`src/rtl/fp_min_arb_if.sv`:
```
// Requester/result bundle for the shared minNum arbiter.
interface fp_min_arb_if #(
  parameter int N_REQ = 4,
  parameter int FP_W  = 32,
  parameter int ID_W  = 2
);
  logic [N_REQ-1:0]      req_valid;
  logic [N_REQ-1:0]      req_ready;
  logic [N_REQ*FP_W-1:0] req_a;
  logic [N_REQ*FP_W-1:0] req_b;
  logic                  res_valid;
  logic                  res_ready;
  logic [FP_W-1:0]       res_data;
  logic [ID_W-1:0]       res_id;
  logic                  res_invalid;
  logic                  flag_invalid;
  logic                  flag_clr;

  modport master (
    output req_valid, req_a, req_b, res_ready, flag_clr,
    input  req_ready, res_valid, res_data, res_id, res_invalid, flag_invalid
  );

  modport slave (
    input  req_valid, req_a, req_b, res_ready, flag_clr,
    output req_ready, res_valid, res_data, res_id, res_invalid, flag_invalid
  );
endinterface

```
`src/rtl/fp_min_arb.sv`:
```
// Round-robin arbiter sharing one IEEE 754-2008 minNum datapath among N_REQ
// requesters, with a registered result and a sticky invalid-operation flag.
module fp_min_arb #(
  parameter int EXPO_W = 8,
  parameter int MANT_W = 23,
  parameter int N_REQ  = 4
) (
  input  logic        clk,
  input  logic        rst_n,
  fp_min_arb_if.slave bus
);
  localparam int FP_W = 1 + EXPO_W + MANT_W;
  localparam int ID_W = (N_REQ > 1) ? $clog2(N_REQ) : 1;

  logic [ID_W-1:0]  ptr;
  logic [ID_W-1:0]  gnt_idx;
  logic             gnt_any;
  logic [N_REQ-1:0] gnt;
  logic             can_load;
  logic             xfer;
  logic [FP_W-1:0]  a_sel, b_sel;
  logic [FP_W:0]    min_res;

  logic             res_valid_q;
  logic [FP_W-1:0]  res_data_q;
  logic [ID_W-1:0]  res_id_q;
  logic             res_invalid_q;
  logic             flag_q;

  function automatic int unsigned rr_idx(input logic [ID_W-1:0] p, input int unsigned k);
    return (32'(p) + k) % 32'(N_REQ);
  endfunction

  // Returns {invalid, result}.
  function automatic logic [FP_W:0] fp_min(input logic [FP_W-1:0] a, input logic [FP_W-1:0] b);
    logic a_nan, b_nan, a_snan, b_snan;
    logic [FP_W-1:0] qnan;
    a_nan  = (&a[FP_W-2 -: EXPO_W]) && (|a[MANT_W-1:0]);
    b_nan  = (&b[FP_W-2 -: EXPO_W]) && (|b[MANT_W-1:0]);
    a_snan = a_nan && !a[MANT_W-1];
    b_snan = b_nan && !b[MANT_W-1];
    qnan   = {1'b0, {EXPO_W{1'b1}}, 1'b1, {(MANT_W-1){1'b0}}};
    if (a_snan || b_snan)         return {1'b1, qnan};
    else if (a_nan && b_nan)      return {1'b0, qnan};
    else if (a_nan)               return {1'b0, b};
    else if (b_nan)               return {1'b0, a};
    else if (a[FP_W-1] != b[FP_W-1])
      return {1'b0, a[FP_W-1] ? a : b};
    // Same sign: magnitude order flips for negatives; ties keep A.
    else if (!a[FP_W-1])
      return {1'b0, (b[FP_W-2:0] < a[FP_W-2:0]) ? b : a};
    else
      return {1'b0, (b[FP_W-2:0] > a[FP_W-2:0]) ? b : a};
  endfunction

  always_comb begin
    gnt     = '0;
    gnt_idx = '0;
    gnt_any = 1'b0;
    for (int unsigned k = 0; k < N_REQ; k++) begin
      if (!gnt_any && bus.req_valid[rr_idx(ptr, k)]) begin
        gnt_any                 = 1'b1;
        gnt_idx                 = ID_W'(rr_idx(ptr, k));
        gnt[rr_idx(ptr, k)]     = 1'b1;
      end
    end
  end

  assign can_load      = !res_valid_q || bus.res_ready;
  assign xfer          = gnt_any && can_load;
  assign bus.req_ready = gnt & {N_REQ{can_load}};

  assign a_sel   = bus.req_a[gnt_idx*FP_W +: FP_W];
  assign b_sel   = bus.req_b[gnt_idx*FP_W +: FP_W];
  assign min_res = fp_min(a_sel, b_sel);

  always_ff @(posedge clk or negedge rst_n) begin
    if (!rst_n) begin
      ptr           <= '0;
      res_valid_q   <= 1'b0;
      res_data_q    <= '0;
      res_id_q      <= '0;
      res_invalid_q <= 1'b0;
      flag_q        <= 1'b0;
    end else begin
      if (xfer) begin
        res_valid_q   <= 1'b1;
        res_data_q    <= min_res[FP_W-1:0];
        res_id_q      <= gnt_idx;
        res_invalid_q <= min_res[FP_W];
        ptr           <= (gnt_idx == ID_W'(N_REQ-1)) ? '0 : gnt_idx + 1'b1;
      end else if (res_valid_q && bus.res_ready) begin
        res_valid_q <= 1'b0;
      end
      // Set takes priority over a same-cycle clear.
      if (xfer && min_res[FP_W])
        flag_q <= 1'b1;
      else if (bus.flag_clr)
        flag_q <= 1'b0;
    end
  end

  assign bus.res_valid    = res_valid_q;
  assign bus.res_data     = res_data_q;
  assign bus.res_id       = res_id_q;
  assign bus.res_invalid  = res_invalid_q;
  assign bus.flag_invalid = flag_q;
endmodule

```
`src/flat_wrapper.sv`:
```
// flat-port wrapper written by rule: the top's interface ports become plain ports
module fp_min_arb_flat 
#(
  parameter int EXPO_W = 8,
  parameter int MANT_W = 23,
  parameter int N_REQ  = 4
)
  (clk, rst_n, bus_req_valid, bus_req_a, bus_req_b, bus_res_ready, bus_flag_clr, bus_req_ready, bus_res_valid, bus_res_data, bus_res_id, bus_res_invalid, bus_flag_invalid);
  fp_min_arb_if #(.N_REQ(N_REQ), .FP_W(32), .ID_W(2)) bus_i ();
  input  logic clk;
  input  logic rst_n;
  input wire logic [$bits(bus_i.req_valid)-1:0] bus_req_valid;
  input wire logic [$bits(bus_i.req_a)-1:0] bus_req_a;
  input wire logic [$bits(bus_i.req_b)-1:0] bus_req_b;
  input wire logic [$bits(bus_i.res_ready)-1:0] bus_res_ready;
  input wire logic [$bits(bus_i.flag_clr)-1:0] bus_flag_clr;
  output wire logic [$bits(bus_i.req_ready)-1:0] bus_req_ready;
  output wire logic [$bits(bus_i.res_valid)-1:0] bus_res_valid;
  output wire logic [$bits(bus_i.res_data)-1:0] bus_res_data;
  output wire logic [$bits(bus_i.res_id)-1:0] bus_res_id;
  output wire logic [$bits(bus_i.res_invalid)-1:0] bus_res_invalid;
  output wire logic [$bits(bus_i.flag_invalid)-1:0] bus_flag_invalid;
  assign bus_i.req_valid = bus_req_valid;
  assign bus_i.req_a = bus_req_a;
  assign bus_i.req_b = bus_req_b;
  assign bus_i.res_ready = bus_res_ready;
  assign bus_i.flag_clr = bus_flag_clr;
  assign bus_req_ready = bus_i.req_ready;
  assign bus_res_valid = bus_i.res_valid;
  assign bus_res_data = bus_i.res_data;
  assign bus_res_id = bus_i.res_id;
  assign bus_res_invalid = bus_i.res_invalid;
  assign bus_flag_invalid = bus_i.flag_invalid;
  fp_min_arb #(.EXPO_W(EXPO_W), .MANT_W(MANT_W), .N_REQ(N_REQ)) u_core (.clk(clk), .rst_n(rst_n), .bus(bus_i));
endmodule
```
`config.mk`:
```
export PLATFORM = sky130hd
export DESIGN_NAME = fp_min_arb_flat
export DESIGN_NICKNAME = d
export VERILOG_FILES = /design/src/rtl/fp_min_arb_if.sv /design/src/rtl/fp_min_arb.sv /design/src/flat_wrapper.sv
export SDC_FILE = /design/constraint.sdc
export NUM_CORES = 1
export LEC_CHECK = 0
export BUFFER_PORTS_ARGS = -buffer_cell sky130_fd_sc_hd__buf_2
export CAP_MARGIN = 20
export CORE_MARGIN = 5
export CORE_UTILIZATION = 50
export DETAILED_ROUTE_END_ITERATION = 6
export HOLD_SLACK_MARGIN = 0.06
export PLACE_DENSITY_LB_ADDON = 0.3
export SYNTH_ARGS = -nofsm -noshare
export SYNTH_HDL_FRONTEND = slang
export SYNTH_SLANG_ARGS = --single-unit
```
`constraint.sdc`:
```
create_clock -name clk -period 17.18 [get_ports clk]
set_input_delay 3.436 -clock clk [delete_from_list [all_inputs] [get_ports clk]]
set_output_delay 3.436 -clock clk [all_outputs]
set_load 0.02 [all_outputs]
```
==> summary.md <==
| Metric | Value |
|---|---|
| Slew HR | `0.215` |
| Clk sinks | `39` |
| Reg2Reg Depth | `25` |
| Final hold vios | `0` |
| Fmax | `0.108 GHz` |
| Status | `finished, final reports clean` |
| Vias | `8158` |
| Clk_lat worst skew | `0.30 ns` |
| Layout cells sized above 1 | `0.329` |
| Hold crit path type | `reg -> reg` |
| Largest net degree at the start of global routing | `97` |
| Clock root cell | `clkbuf_16` |
| Worst R2R Start | `u_core.ptr[0]$_DFFE_PN0P_` |
| P&R area growth vs syn | `27.6%` |
| Cell Area, Synth | `6200 µm²` |
| Hold path start | `u_core.bus.res_id[1]$_DFFE_PN0P_` |
| Global Route Usage Sum | `0.342` |
| Hold slack | `0.484 ns` |
| Drt via density | `6.36` |
| Critical path cell sequence | `buf_2, and4b_1, a31oi_1, nand2b_2, buf_4, nand2_4, inv_2, buf_4, nand2_1, and3_1, a31oi_1, ha_1, nand4_1, nor2_1, o221a_2, o41a_1, a2bb2oi_1, buf_4, nor3b_1, and2_1, nor2_1, a32oi_1, mux2i_1, o221ai_1` |
| Setup tns final | `0 ns` |
| Worst Path Required | `17.29 ns` |
| Die W | `121 µm` |
| ANT nets after route | `0` |
| Final setup margin | `7.91 ns` |
| WL per Instance | `20.9 µm` |
| Core Box Area | `12100 µm²` |
| Worst-path maximum fanout | `66` |
| Syn Nets | `1162` |
| Die Ht | `121 µm` |
| Number of flops mapped to enable cells by yosys | `0` |
| GPL Wtd Cong | `1.00` |
| Maximum capacitance violations | `0` |
| Predominant post-synthesis flop cell | `dfrtp_1` |
| Postcts setup bufs | `0` |
| Worst path arrival time | `9.38 ns` |
| Flops & latches, synth | `39` |
| Area post-placement | `7700 µm²` |
| Die ar. | `14700 µm²` |
| Post-route DRC | `0` |
| R2r setup slk | `9.74 ns` |
| Critical path class | `in -> reg` |
| Starting DRT DRC Count | `749` |
| Register area share after synthesis | `0.157` |
| CTS tree | `done` |
| Crit path top cell by count | `buf_4` |
| Worst slack, placed | `7.89 ns` |
| WHS Path Cells | `2` |
| Area of the multi-input gates | `4840 µm²` |
| Post-CTS Resized | `0` |
| Num CTS Buffers | `5` |
| Num rows | `40` |
| CP max stage cell | `buf_4` |
| Clock period minus final worst setup slack | `9.27 ns` |
| Worst Hold End | `u_core.bus.res_id[1]$_DFFE_PN0P_` |
| Avg Cell Area, Syn | `7.22 µm²` |
| Total global routing overflow | `0` |
| Tcrit/Tclk final | `0.539` |
| Commonest non-fill, non-tap cells in the layout | `buf_2, nand2_1, and3_1` |
| H-tree Lvls | `2` |
| Port bufs | `304` |
| Num ports | `305` |
| Fin. max-slew vios | `0` |
| Fillers | `1108` |
| Worst Skew | `0.00468 ns` |
| Crit-path max cell delay | `0.53 ns` |
| DRT Wirelength | `26800 µm` |
| Critical path buffers and inverters | `5` |
| Async S/R FF share, synth | `1.00` |
| Hold_buf cts | `0` |
| Nets | `1413` |
| Cell family with most CP delay | `simple AND/OR/NAND/NOR gates` |
| CP endpoint kind | `flip-flop` |
| Cells after Synth | `858` |
| Synth warnings | `0` |
| Vias in the first global route | `7800` |
| Synth cell types | `68` |
| Tightest Pin Transition | `1.17 ns` |
| Drt pass-1 iters | `5` |
| Clock transition at path regs | `0.06 ns` |
| Commonest non-fill, non-tap cell in the layout | `buf_2` |
| Worst r2r dst | `u_core.bus.res_data[5]$_DFFE_PN0P_` |
| Reg area | `976 µm²` |
| RSZ-0062 raised after global routing | `false` |
| Initial Utilization | `0.514` |
| Setup violations, final | `0` |
| DP HPWL | `20500 µm` |
| Final Cell Area | `7910 µm²` |
| Crit start category | `input pin` |
| Longest Clk Path Bufs | `2` |
| Initial antenna violation count | `4` |
| First-pass GRT wire length | `40400 µm` |
==> Yosys cell counts (3+ instances only) <==
master     count  share of area
inv_1         21          0.013
a211oi_1      58          0.070
a21boi_0       8         0.0097
o22ai_1       14          0.014
ha_1          40          0.081
mux4_2         3          0.011
a221o_1        8          0.013
mux2i_1       31          0.050
nor2_1        48          0.029
nor3b_1        3         0.0036
or2_2         15          0.015
and3_1        72          0.073
o22a_1         7         0.0099
a2bb2oi_1      5         0.0071
o211ai_1       6         0.0073
o221ai_1      14          0.020
nand3_1       28          0.023
and4_1         4         0.0057
and2_1         7         0.0071
a31oi_1       21          0.021
dfrtp_1       39           0.16
nor4_1        13          0.013
a21oi_1       23          0.019
nand2_1      147          0.089
nand2b_1       8         0.0081
o21ai_0       21          0.017
a31o_2         4         0.0057
a221oi_1       7         0.0099
clkbuf_1      41          0.025
or4_1          5         0.0061
buf_2         12         0.0097
o21a_1         4         0.0048
o31ai_1        3         0.0036
nor3_1        13          0.010
mux2_2         7          0.013
buf_6          6          0.011
nor4b_1        4         0.0057
a32oi_1       10          0.014
nand4_1       16          0.016
buf_1         11         0.0067
nor2b_1        3         0.0030
a22oi_1       11          0.013
o2bb2a_1       3         0.0048
==> sequential cells by signal (all words and copies together) (netlist names) <==
register                 cells
u_core.ptr                   2
u_core.bus.res_invalid       1
u_core.bus.res_data         32
u_core.bus.res_valid         1
u_core.bus.flag_invalid      1
u_core.bus.res_id            2
==> worst register-to-register path, cell delays in order (launching register included) <==
cell       delay (ns)
dfrtp_1          0.79
inv_1            0.20
ha_1             0.44
and4b_1          0.23
a31oi_1          0.27
nand2b_2         0.18
buf_4            0.48
nand2_4          0.10
inv_2            0.37
buf_4            0.53
nand2_1          0.12
and3_1           0.19
a31oi_1          0.42
ha_1             0.37
nand4_1          0.18
nor2_1           0.07
o221a_2          0.12
o41a_1           0.41
a2bb2oi_1        0.15
buf_4            0.21
nor3b_1          0.17
and2_1           0.23
nor2_1           0.48
a32oi_1          0.20
mux2i_1          0.17
o221ai_1         0.16
==> cell families after synthesis <==
family | Yosys count | synth area share
buffers and inverters | 94 | 0.0666
adder cells (fa/ha/maj) | 40 | 0.0808
flip-flops | 39 | 0.157
multiplexers | 43 | 0.0785
AND/OR/NAND/NOR | 395 | 0.320
AO/OA/AOI/OAI | 247 | 0.296
==> metrics by stage <==
step | std cells | util
2_1_floorplan | 858 | -
3_3_place_gp | 1269 | 0.638
3_5_place_dp | 1269 | 0.638
4_1_cts | 1277 | 0.654
5_1_grt | 1282 | 0.656
6_report | 1282 | 0.656
==> final cells by class <==
class	count	area share
Multi-Input combinational cell	725	0.612
Timing Repair Buffer	314	0.202
Sequential cell	39	0.123
Tap cell	168	0.0266
Clock buffer	6	0.0163
Inverter	24	0.0114
Clock inverter	2	0.00759
Antenna cell	4	0.00127
==> metal layers <==
layer	part of all wire	GRT usage	wire length, µm
met3	0.10	0.0545	2810
met1	0.39	0.432	10300
met5	0	0	0
met2	0.47	0.580	12600
met4	0.040	0.137	1060
==> worst max-delay path by stage <==
stage	start	end	slack, ns	cells past startpoint
finish	bus_req_valid[1]	u_core.bus.res_data[5]$_DFFE_PN0P_	7.91	24
global route	bus_req_valid[2]	u_core.bus.res_data[4]$_DFFE_PN0P_	7.66	23
detailed placement	bus_req_valid[1]	u_core.bus.res_data[22]$_DFFE_PN0P_	7.89	23
global placement	bus_req_valid[1]	u_core.bus.res_data[22]$_DFFE_PN0P_	7.93	23
CTS	bus_req_valid[1]	u_core.bus.res_data[5]$_DFFE_PN0P_	8.17	24
floorplan	bus_req_valid[1]	u_core.bus.res_data[14]$_DFFE_PN0P_	8.72	24
Power is left out: the tool's default activity adds up to more than one toggle a clock period on the data nets, which glitch-free logic cannot reach.
